**src/rtl/sram_rw0_initiator.sv**
```systemverilog
// sram_rw0_initiator: valid/ready front end for a single-port RW0 SRAM macro, with an optional post-reset fill sweep.
module sram_rw0_initiator #(
  parameter int                ADDR_W        = 10,
  parameter int                DEPTH         = 1024,
  parameter int                DATA_W        = 32,
  parameter int                MASK_W        = 4,
  parameter bit                INIT_ON_RESET = 1'b1,
  parameter logic [DATA_W-1:0] INIT_VALUE    = '0
) (
  input  logic              clock,
  input  logic              reset_n,
  input  logic              req_valid,
  output logic              req_ready,
  input  logic              req_write,
  input  logic [ADDR_W-1:0] req_addr,
  input  logic [MASK_W-1:0] req_wmask,
  input  logic [DATA_W-1:0] req_wdata,
  output logic              resp_valid,
  input  logic              resp_ready,
  output logic [DATA_W-1:0] resp_rdata,
  output logic              init_done,
  output logic              RW0_clk,
  output logic [ADDR_W-1:0] RW0_addr,
  output logic              RW0_en,
  output logic              RW0_wmode,
  output logic [MASK_W-1:0] RW0_wmask,
  output logic [DATA_W-1:0] RW0_wdata,
  input  logic [DATA_W-1:0] RW0_rdata
);
  typedef enum logic {INIT, RUN} state_t;
  localparam state_t            RST_STATE = INIT_ON_RESET ? INIT : RUN;
  localparam logic [ADDR_W-1:0] LAST      = ADDR_W'(DEPTH - 1);

  state_t            state_q, state_d;
  logic [ADDR_W-1:0] cnt_q, cnt_d;
  logic              pend_q, pend_d;
  logic [DATA_W-1:0] mem_q [2];
  logic [DATA_W-1:0] mem_d [2];
  logic              wptr_q, wptr_d, rptr_q, rptr_d;
  logic [1:0]        fcnt_q, fcnt_d;
  logic              run, init, hs, push, pop;

  always_ff @(posedge clock or negedge reset_n) begin
    if (!reset_n) begin
      state_q  <= RST_STATE;
      cnt_q    <= '0;
      pend_q   <= 1'b0;
      mem_q[0] <= '0;
      mem_q[1] <= '0;
      wptr_q   <= 1'b0;
      rptr_q   <= 1'b0;
      fcnt_q   <= '0;
    end else begin
      state_q  <= state_d;
      cnt_q    <= cnt_d;
      pend_q   <= pend_d;
      mem_q    <= mem_d;
      wptr_q   <= wptr_d;
      rptr_q   <= rptr_d;
      fcnt_q   <= fcnt_d;
    end
  end

  always_comb begin
    state_d = (state_q == INIT && cnt_q == LAST) ? RUN : state_q;
    cnt_d   = (state_q == INIT && cnt_q != LAST) ? cnt_q + 1'b1 : cnt_q;
  end

  // Outputs are gated by reset_n so the macro sees no enable while reset is held.
  always_comb begin
    run        = reset_n && state_q == RUN;
    init       = reset_n && state_q == INIT;
    req_ready  = run && (req_write || ({1'b0, fcnt_q} + {2'b0, pend_q}) < 3'd2);
    hs         = req_valid && req_ready;
    init_done  = run;
    RW0_clk    = clock;
    RW0_en     = init || hs;
    RW0_wmode  = init || (hs && req_write);
    RW0_addr   = init ? cnt_q : req_addr;
    RW0_wmask  = init ? '1 : req_wmask;
    RW0_wdata  = init ? INIT_VALUE : req_wdata;
    resp_valid = fcnt_q != 2'd0;
    resp_rdata = mem_q[rptr_q];
  end

  // Read data is only valid the cycle after the enable, so it is captured right then.
  always_comb begin
    pend_d         = hs && !req_write;
    push           = pend_q;
    pop            = resp_valid && resp_ready;
    mem_d          = mem_q;
    mem_d[wptr_q]  = push ? RW0_rdata : mem_q[wptr_q];
    wptr_d         = wptr_q ^ push;
    rptr_d         = rptr_q ^ pop;
    fcnt_d         = fcnt_q + {1'b0, push} - {1'b0, pop};
  end
endmodule

```
**config.mk**
```make
export PLATFORM = sky130hd
export DESIGN_NAME = sram_rw0_initiator
export DESIGN_NICKNAME = d
export VERILOG_FILES = /design/src/rtl/sram_rw0_initiator.sv
export SDC_FILE = /design/constraint.sdc
export NUM_CORES = 1
export LEC_CHECK = 0
export CAP_MARGIN = 40
export CORE_MARGIN = 3
export CORE_UTILIZATION = 35
export CTS_CLUSTER_SIZE = 12
export DETAILED_ROUTE_END_ITERATION = 10
export MAX_ROUTING_LAYER = met4
export PLACE_DENSITY = 0.77
export SETUP_SLACK_MARGIN = 0.5
export SYNTH_ARGS = -nofsm -noshare
export SYNTH_HDL_FRONTEND = slang
export SYNTH_SLANG_ARGS = --single-unit
```
**constraint.sdc**
```tcl
create_clock -name clock -period 2.16 [get_ports clock]
set_clock_uncertainty 0.05 [all_clocks]
set_input_delay 0.432 -clock clock [delete_from_list [all_inputs] [get_ports clock]]
set_output_delay 0.432 -clock clock [all_outputs]
set_load 0.05 [all_outputs]
```
# ---- Yosys cells after proc, flatten, opt, wreduce, memory -nomap -nowiden
# Index checks and enable logic that the tools add are counted.
# Widths: inputs -> output; s select.
dict set report totals {
  n_memories 0
  reg_bits 80
  latch_bits 0
  inputBits 83
  output_inout_bits 84
  wordCells 51
  rom_bits 0
  ramBits 0
}
dict set report op_classes {
  multipliers 0
  n_eq_ne 2
  mux 13
  n_div 0
  order_cmp 4
  shift 0
  bitwise_logic 5
  n_reduce_logical 15
  add_sub_neg 4
}
# operator count
set ops {}
lappend ops {{$mux 32} 9}
lappend ops {{$bwmux 64} 1}
lappend ops {{$demux 32 s1} 1}
lappend ops {{$add 10x1->10 const B} 1}
lappend ops {{$eq 10x10->1 const B} 1}
lappend ops {{$logic_and 1x1->1} 10}
lappend ops {{$mux 10} 1}
lappend ops {{$ne 10x10->1 const B} 1}
lappend ops {{$ge 2x2->1 const B} 2}
lappend ops {{$mux 4} 1}
lappend ops {{$not 1->2} 2}
lappend ops {{$add 2x1->3} 1}
lappend ops {{$logic_or 1x1->1} 3}
lappend ops {{$lt 3x2->1 const B} 1}
lappend ops {{$add 2x1->2} 1}
lappend ops {{$lt 2x1->1 const B} 1}
lappend ops {{$reduce_bool 2->1} 1}
lappend ops {{$sub 2x1->2} 1}
lappend ops {{$xor 1x1->1} 2}
lappend ops {{$logic_not 1->1} 1}
lappend ops {{$not 1->1} 1}

# ---- Logic depth before layout (Yosys ltp)
# Gate-level depths: netlist of the first run.
dict set report logic_depth {
  word_depth 7
  mapped_depth 7
}

==> impl_metrics.tcl, run 1 <==
set metrics [dict create \
    min_period_ns 2.19 \
    grt_setup_unrepaired "true" \
    violations "setup timing" \
    worst_slack_ns -0.0267 \
    areaGrowthSynthToFinish_pct 91.9 \
    synth_area_um2 3960 \
    avgSynthCellArea_um2 13.0 \
    drt_iter0_markers 111 \
    yosysWarnings 0 \
    fmax_ghz 0.457 \
    finish.instance_area_um2 7600 \
    mostFrequentLayoutCells "clkdlybuf4s50_1, dfrtp_1, mux2_2" \
    numPortBuffers 166 \
    critPathArrivalTime_ns 1.70 \
    wl_per_cell_um 19.5 \
    viasPerCell 5.01 \
    endpoint "resp_rdata[8]" \
    grt_max_degree 55 \
    grt_first_pass_wirelength_um 18900 \
    fin_tns_setup_ns -0.202 \
    final_common_cell "clkdlybuf4s50_1" \
    placed_area_um2 6200 \
    initial_core_util_pct 36.2 \
    required_ns 1.68 \
    cts_tree "done" \
    power_density_nw_per_um2 865 \
    io_pins 167 \
    final_util_pct 69.5 \
    grt_pass1_vias 3724 \
    die_h_um 112 \
    die_x_um 112 \
    crit_path_start_kind "register" \
    reg2reg_depth 13 \
    dp_hpwl_um 7700 \
    reg2reg_slack_ns 0.11 \
    clk_pin_slew_worst_paths_ns 0.06 \
    ys_types 36 \
    status "complete, but fails checks" \
    clk_latency_ns 0.44 \
    cp-startpoint "rptr_q$_DFF_PN0_" \
    syn_nets 390 \
    antenna_found_initial 0 \
    cap_violations 0 \
    core_area_um2 10900 \
    drv_slew 0 \
    r2r_end "pend_q$_DFF_PN0_" \
    ant_nets 0 \
    via_count 3291 \
    wirelength_um 12800 \
    drive_above_1_share_pct 62.7 \
    synth_edf_count 0 \
    synth_flop_cell "dfrtp_1" \
    hold_violations 0 \
    post-route-period-util_pct 101 \
    dieArea_um2 12600 \
    endpoint_kind "primary output" \
    slew-limit-headroom_pct 75.2 \
    firstDrtPassIters 4 \
    num_antenna_cells 0 \
    tightest_slew_ns 0.372 \
    route.detailed.drc 0 \
    crit_path_max_fanout 8 \
    finalSetupViolCount 16 \
    fp-row-count 38 \
    nNetsFinal 598 \
    p_leak_nw 3.53 \
    ys_seq_area_share_pct 50.6 \
    grt_use_total_pct 20.0 \
    critPathKind "register to primary output" \
    async_reset_ff_share_pct 100 \
    peakVddDrop_mv 1.17 \
    gr-total-overflow 0 \
    fill_cells 722 \
    synth_cells 304 \
    place_ws_ns -0.0741 \
    gp_congestion 0.757 \
    hold_path_class "input port to async pin" \
    r2r-start "state_q$_DFFE_PN0P_" \
    ys_ff_latch 80 \
]
critical path, cell delays in order (launching register included):
cell and delay, ns:
dfrtp_2 0.48, buf_12 0.16, buf_16 0.15, mux2_4 0.32
buf_12 0.15
stage by stage:
stage | total power, mW | hold slack (ns) | instances
after floorplan | 3.34 | 0.0864 | 304
after global placement | 4.19 | 0.418 | 601
after detailed placement | 4.22 | 0.433 | 602
after CTS | 6.18 | 0.111 | 646
after global routing | 6.81 | 0.134 | 657
final | 6.58 | 0.106 | 657
cells by family (layout without fill, tap and decap cells):
kind of cell               Yosys count  count (layout)  synth area share [%]
adders and majority gates            3               3                 0.948
and+or+nand+nor                     65              68                  9.92
buffers and inverters               25             235                  3.35
muxes                              106             106                  30.2
xor gates and xnor gates             6               6                  1.33
DFF                                 80              80                  50.6
AOI/OAI and AO/OA                   19              19                  3.67
power breakdown:
group / leakage (nW) / internal [mW] / switching, mW / total [mW]
clock: 0.181 / 1.09 / 0.719 / 1.81
sequential: 1.02 / 1.56 / 0.0645 / 1.63
combinational: 2.33 / 1.62 / 1.51 / 3.14
total: 3.53 / 4.28 / 2.30 / 6.58
metal layers:
layer	wire length [µm]	up-vias	share of wire (%)	GRT usage (%)
met2	6890	140	54	33.7
met5	0	-	0	-
met4	282	0	2.2	9.54
li1	-	1489	-	-
met3	727	25	5.7	4.64
met1	4900	1637	38	22.4
synthesized netlist by cell type, types with 2 or more instances:
cell type	number	area (µm²)
inv_1	5	18.8
nand2b_1	6	37.5
a41oi_1	3	26.3
clkbuf_1	4	15.0
a31oi_1	4	25.0
clkbuf_2	2	10.0
xnor2_1	2	17.5
mux2_1	2	22.5
dfrtp_1	80	2000
nand3_1	3	15.0
a21oi_1	4	20.0
ha_1	3	37.5
and2_1	35	219
buf_2	8	40.0
nand2_1	7	26.3
mux2_2	102	1150
nor2_1	3	11.3
buf_4	5	37.5
o21ai_0	3	15.0
nor2b_1	2	12.5
and3_2	2	15.0
and4_1	2	17.5
xor2_1	4	35.0
worst min path at each step:
stage / slack, ns / cells after the start / end
final: 0.11 / 2 / mem_q[36]$_DFFE_PN0N_
after global routing: 0.13 / 2 / mem_q[43]$_DFFE_PN0N_
after CTS: 0.11 / 2 / mem_q[36]$_DFFE_PN0N_
after detailed placement: 0.43 / 1 / mem_q[47]$_DFFE_PN0N_
after global placement: 0.42 / 1 / mem_q[48]$_DFFE_PN0N_
after floorplan: 0.09 / 0 / cnt_q[0]$_DFFE_PN0P_
registers in the layout, summed over array words and instances, names as in the netlist:
name / count
fcnt_q: 2
wptr_q: 1
cnt_q: 10
rptr_q: 1
state_q: 1
mem_q: 64
pend_q: 1
area by class of cell:
| type | count | area (µm²) | area share [%] |
|---|---|---|---|
| clock inverter | 6 | 36.3 | 0.478 |
| tap | 140 | 175 | 2.31 |
| timing repair buffer | 210 | 2740 | 36.1 |
| inverter | 5 | 21.3 | 0.280 |
| multi-input combinational | 202 | 2290 | 30.1 |
| sequential | 80 | 2000 | 26.4 |
| clock buffer | 14 | 329 | 4.33 |
repair_timing:
action | CTS | global route
setup endpoints to repair | 86 | 95
pin swaps | 28 | 10
hold buffers | 0 | 0
gates cloned | 5 | 2
setup buffers | 20 | 9
gates resized for setup | 104 | 104
(Power assumes the default switching activity.)
==> inputs of run 2 (changes only) <==
--- a/config.mk
+++ b/config.mk
@@ -5,7 +5,7 @@
 export SDC_FILE = /design/constraint.sdc
 export NUM_CORES = 1
 export LEC_CHECK = 0
-export CAP_MARGIN = 40
+export CAP_MARGIN = 15
 export CORE_MARGIN = 3
 export CORE_UTILIZATION = 35
 export CTS_CLUSTER_SIZE = 12
==> constraint.sdc (replaced) <==
create_clock -name clock -period 2.7 [get_ports clock]
set_clock_uncertainty 0.05 [all_clocks]
set_input_delay 0.54 -clock clock [delete_from_list [all_inputs] [get_ports clock]]
set_output_delay 0.54 -clock clock [all_outputs]
set_load 0.05 [all_outputs]
==> impl_metrics.tcl, run 2 (synthesis gave the netlist of run 1 again) <==
set metrics [dict create \
    clk_pin_slew_worst_paths_ns 0.06 \
    drv_slew 0 \
    io_pins 167 \
    gr-total-overflow 0 \
    endpoint_kind "primary output" \
    final_common_cell "clkdlybuf4s50_1" \
    hold_path_class "input port to async pin" \
    grt_first_pass_wirelength_um 18000 \
    mostFrequentLayoutCells "clkdlybuf4s50_1, dfrtp_1, mux2_2" \
    cap_violations 0 \
    drive_above_1_share_pct 52.8 \
    dieArea_um2 12600 \
    critPathKind "clock port to primary output" \
    p_total_mw 5.51 \
    largest_register_ff_count 64 \
    p_leak_nw 3.31 \
    fin_tns_setup_ns 0 \
    numPortBuffers 166 \
    crit_path_max_fanout 2 \
    grt_pass1_vias 3471 \
    nNetsFinal 575 \
    peakVddDrop_mv 1.05 \
    firstDrtPassIters 4 \
    wirelength_um 11800 \
    tightest_slew_ns 1.01 \
    areaGrowthSynthToFinish_pct 80.8 \
    crit_path_start_kind "clock port" \
    finalSetupViolCount 0 \
    wl_per_cell_um 18.6 \
    hold_violations 0 \
    drt_iter0_markers 129 \
    grt_use_total_pct 18.9 \
    fill_cells 768 \
    final_util_pct 65.5 \
    antenna_found_initial 1 \
    finish.instance_area_um2 7160 \
    power_density_nw_per_um2 770 \
    top_register "mem_q" \
    slew-limit-headroom_pct 32.9 \
    reg.largest.list "mem_q x64, cnt_q x10, fcnt_q x2" \
    initial_core_util_pct 36.2 \
    via_count 3172 \
    required_ns 2.11 \
    ant_nets 0 \
    dp_hpwl_um 7400 \
    placed_area_um2 6070 \
    viasPerCell 5.00 \
    die_x_um 112 \
    clk_latency_ns 0.44 \
    fp-row-count 38 \
    grt_setup_unrepaired "true" \
    die_h_um 112 \
    hold_buffers 0 \
    status "complete, no violations" \
    cts_tree "done" \
    grt_max_degree 81 \
    gp_congestion 0.726 \
    critPathArrivalTime_ns 1.74 \
    route.detailed.drc 0 \
    core_area_um2 10900 \
]
-- run 2: cell count changes in the layout (fill, tap and decap cells not counted), moves of 7 or more --
cell / change
and2_1: +21
and2_4: -21
buf_12: +16
buf_8: -45
mux2_2: +9
mux2_4: -9
nand2b_4: -7
-- run 2: per-layer routing --
metal | GRT usage, % | share of wire (%)
met4 | 5.05 | 2.0
met5 | - | 0
met2 | 32.9 | 53
met3 | 5.82 | 6.5
met1 | 21.0 | 38
-- run 2: report_power, final --
part           switching (mW)  internal, mW  leakage, nW
clock network           0.575          1.11        0.209
registers              0.0509          1.25         1.02
logic                    1.20          1.32         2.08
-- run 2: critical path, cell delays in order --
cell and delay [ns]:
clkbuf_16 0.12, clkbuf_16 0.13, buf_12 0.14
-- run 2: per-stage QoR --
stage | setup WS [ns] | std cells | hold slack [ns]
floorplan | 0.213 | 304 | 0.194
global placement | 0.0879 | 595 | 0.413
detailed placement | 0.0879 | 595 | 0.432
CTS | 0.312 | 629 | 0.408
global route | 0.365 | 635 | 0.465
finish | 0.370 | 635 | 0.361
-- run 2: final cells by class --
| type | count | area (µm²) | area share, % |
|---|---|---|---|
| repair buffers | 190 | 2490 | 34.8 |
| multi-input cells | 199 | 2030 | 28.4 |
| flip-flops and latches | 80 | 2010 | 28.0 |
| clock buffers | 15 | 348 | 4.86 |
| well taps | 140 | 175 | 2.45 |
| clock inverters | 5 | 85.1 | 1.19 |
| inverters | 5 | 18.8 | 0.262 |
| diodes | 1 | 2.50 | 0.0350 |
-- run 2: worst paths after layout --
path | start | endpoint | slack [ns] | cells past startpoint
worst max-delay path | clock | RW0_clk | 0.37 | 3
worst max register to register | fcnt_q[0]$_DFF_PN0_ | fcnt_q[1]$_DFF_PN0_ | 0.82 | 7
worst min-delay path | reset_n | mem_q[9]$_DFFE_PN0P_ | 0.36 | 2
min in group clock | mem_q[41]$_DFFE_PN0N_ | mem_q[41]$_DFFE_PN0N_ | 0.45 | 1
max in group asynchronous | reset_n | rptr_q$_DFF_PN0_ | 1.50 | 2
worst min register to register | mem_q[41]$_DFFE_PN0N_ | mem_q[41]$_DFFE_PN0N_ | 0.45 | 1
-- run 2: timing repair --
item	CTS	global route
setup endpoints to repair	79	74
pin swaps	2	10
gates resized for setup	49	67
setup buffers	10	3
gates cloned	5	2
==> inputs of run 3 (changes only) <==
--- a/config.mk
+++ b/config.mk
@@ -7,11 +7,13 @@
 export LEC_CHECK = 0
 export CAP_MARGIN = 15
 export CORE_MARGIN = 3
-export CORE_UTILIZATION = 35
+export CORE_UTILIZATION = 46
+export CTS_BUF_LIST = sky130_fd_sc_hd__clkbuf_16
 export CTS_CLUSTER_SIZE = 12
 export DETAILED_ROUTE_END_ITERATION = 10
+export GPL_ROUTABILITY_DRIVEN = 0
 export MAX_ROUTING_LAYER = met4
-export PLACE_DENSITY = 0.77
+export PLACE_DENSITY = 0.95
 export SETUP_SLACK_MARGIN = 0.5
 export SYNTH_ARGS = -nofsm -noshare
 export SYNTH_HDL_FRONTEND = slang
==> impl_metrics.tcl, run 3 (synthesis gave the netlist of run 1 again) <==
set metrics [dict create \
    viasPerCell 5.53 \
    die_x_um 98.8 \
    fill_cells 341 \
    finalSetupViolCount 0 \
    dp.cells 563 \
    slowest_stage "dfrtp_2" \
    fp-row-count 33 \
    cts_tree "done" \
    areaGrowthSynthToFinish_pct 84.0 \
    initial_core_util_pct 47.7 \
    peakVddDrop_mv 0.728 \
    mostFrequentLayoutCells "clkdlybuf4s50_1, dfrtp_1, mux2_2" \
    status "complete, no violations" \
    grt_setup_unrepaired "true" \
    wl_per_cell_um 23.9 \
    tightest_slew_ns 0.890 \
    timing.hold.ws_ns 0.436 \
    crit_path_max_fanout 5 \
    antenna_found_initial 0 \
    drv_slew 0 \
    numPortBuffers 166 \
    p_total_mw 5.31 \
    max_stage_delay_ns 0.41 \
    route.detailed.drc 0 \
    min_period_ns 2.35 \
    grt_max_degree 71 \
    cap_violations 0 \
    crit_path_start_kind "register" \
    required_ns 2.11 \
    final_common_cell "clkdlybuf4s50_1" \
    via_count 3347 \
    hold_violations 0 \
    reg.largest.list "mem_q x64, cnt_q x10, fcnt_q x2" \
    top_register "mem_q" \
    slew-limit-headroom_pct 40.7 \
    p_leak_nw 3.41 \
    fin_tns_setup_ns 0 \
    path_cells "nand2b_4, buf_6, buf_16, mux2_4, buf_12" \
    hold_path_class "input port to async pin" \
    grt_use_total_pct 27.1 \
    dp_hpwl_um 7570 \
    fmax_ghz 0.425 \
    gr-total-overflow 0 \
    fin_cells 605 \
    grt_first_pass_wirelength_um 19600 \
    io_pins 167 \
    final_util_pct 87.8 \
    clk_pin_slew_worst_paths_ns 0.06 \
    power_density_nw_per_um2 729 \
    drive_above_1_share_pct 56.0 \
    dieArea_um2 9760 \
    drt_iter0_markers 127 \
    ant_nets 0 \
    largest_register_ff_count 64 \
    firstDrtPassIters 4 \
    endpoint_kind "primary output" \
    grt_pass1_vias 3700 \
    critPathKind "register to primary output" \
    die_h_um 98.8 \
    nNetsFinal 581 \
    clk_latency_ns 0.44 \
    num_antenna_cells 0 \
    post-route-period-util_pct 87.1 \
    wirelength_um 14500 \
    critPathArrivalTime_ns 1.76 \
    core_area_um2 8300 \
]
==> run 3: cell count changes in the layout (fill, tap and decap cells not counted), sizes merged <==
cell / previous run / this run
buf: 107 / 112
clkbuf: 17 / 14
clkinv: 0 / 2
dlygate4sd3: 0 / 2
bufinv: 2 / 1
diode: 1 / 0
inv: 7 / 8
==> run 3: final cells by class <==
class / count / area, µm² / share of cell area [%]
clock inverters: 7 / 63.8 / 0.876
well taps: 105 / 131 / 1.80
inverters: 5 / 18.8 / 0.258
multi-input cells: 199 / 2090 / 28.6
repair buffers: 196 / 2660 / 36.5
flip-flops and latches: 80 / 2000 / 27.5
clock buffers: 13 / 320 / 4.40
==> run 3: per-layer routing <==
layer | global-route usage (%) | up-vias | wire, µm
met1 | 29.8 | 1702 | 5290
met4 | 10.7 | 0 | 328
met5 | - | - | 0
li1 | - | 1452 | -
met2 | 46.3 | 165 | 7980
met3 | 7.64 | 28 | 855
==> run 3: what timing repair did <==
action | in CTS | in global routing
hold buffers | 2 | 0
cloned | 8 | 1
buffers inserted | 8 | 4
setup endpoints to repair | 79 | 69
endpoints found under the hold margin | 6 | 0
gates resized for setup | 112 | 71
pin swaps | 10 | 10
==> run 3: per-stage QoR <==
stage,setup WS (ns),cell area (µm²)
finish,0.348,7290
global route,0.312,7290
CTS,0.307,6980
detailed placement,0.0879,5960
global placement,0.0879,5960
floorplan,0.213,3960
==> run 3: power breakdown <==
group,switching (mW),total [mW],internal [mW]
clock network,0.585,1.54,0.958
registers,0.0558,1.31,1.25
logic,1.22,2.46,1.25
==> run 3: critical path: cells and delay by family (launching register included) <==
| kind | cells | cell delay, ns |
|---|---|---|
| buffers and inverters | 3 | 0.42 |
| flip-flops | 1 | 0.41 |
| multiplexers | 1 | 0.32 |
| AND/OR/NAND/NOR | 1 | 0.18 |
==> run 3: worst paths after layout <==
| kind | end | slack [ns] | startpoint | cells past startpoint |
|---|---|---|---|---|
| worst max-delay path | RW0_addr[3] | 0.35 | state_q$_DFFE_PN0P_ | 5 |
| worst min-delay path | mem_q[14]$_DFFE_PN0P_ | 0.44 | reset_n | 3 |
| worst max register to register | fcnt_q[1]$_DFF_PN0_ | 0.88 | fcnt_q[1]$_DFF_PN0_ | 7 |
| worst min register to register | mem_q[22]$_DFFE_PN0P_ | 0.45 | mem_q[22]$_DFFE_PN0P_ | 1 |
| max in group asynchronous | state_q$_DFFE_PN0P_ | 1.54 | reset_n | 3 |
| min in group clock | mem_q[22]$_DFFE_PN0P_ | 0.45 | mem_q[22]$_DFFE_PN0P_ | 1 |
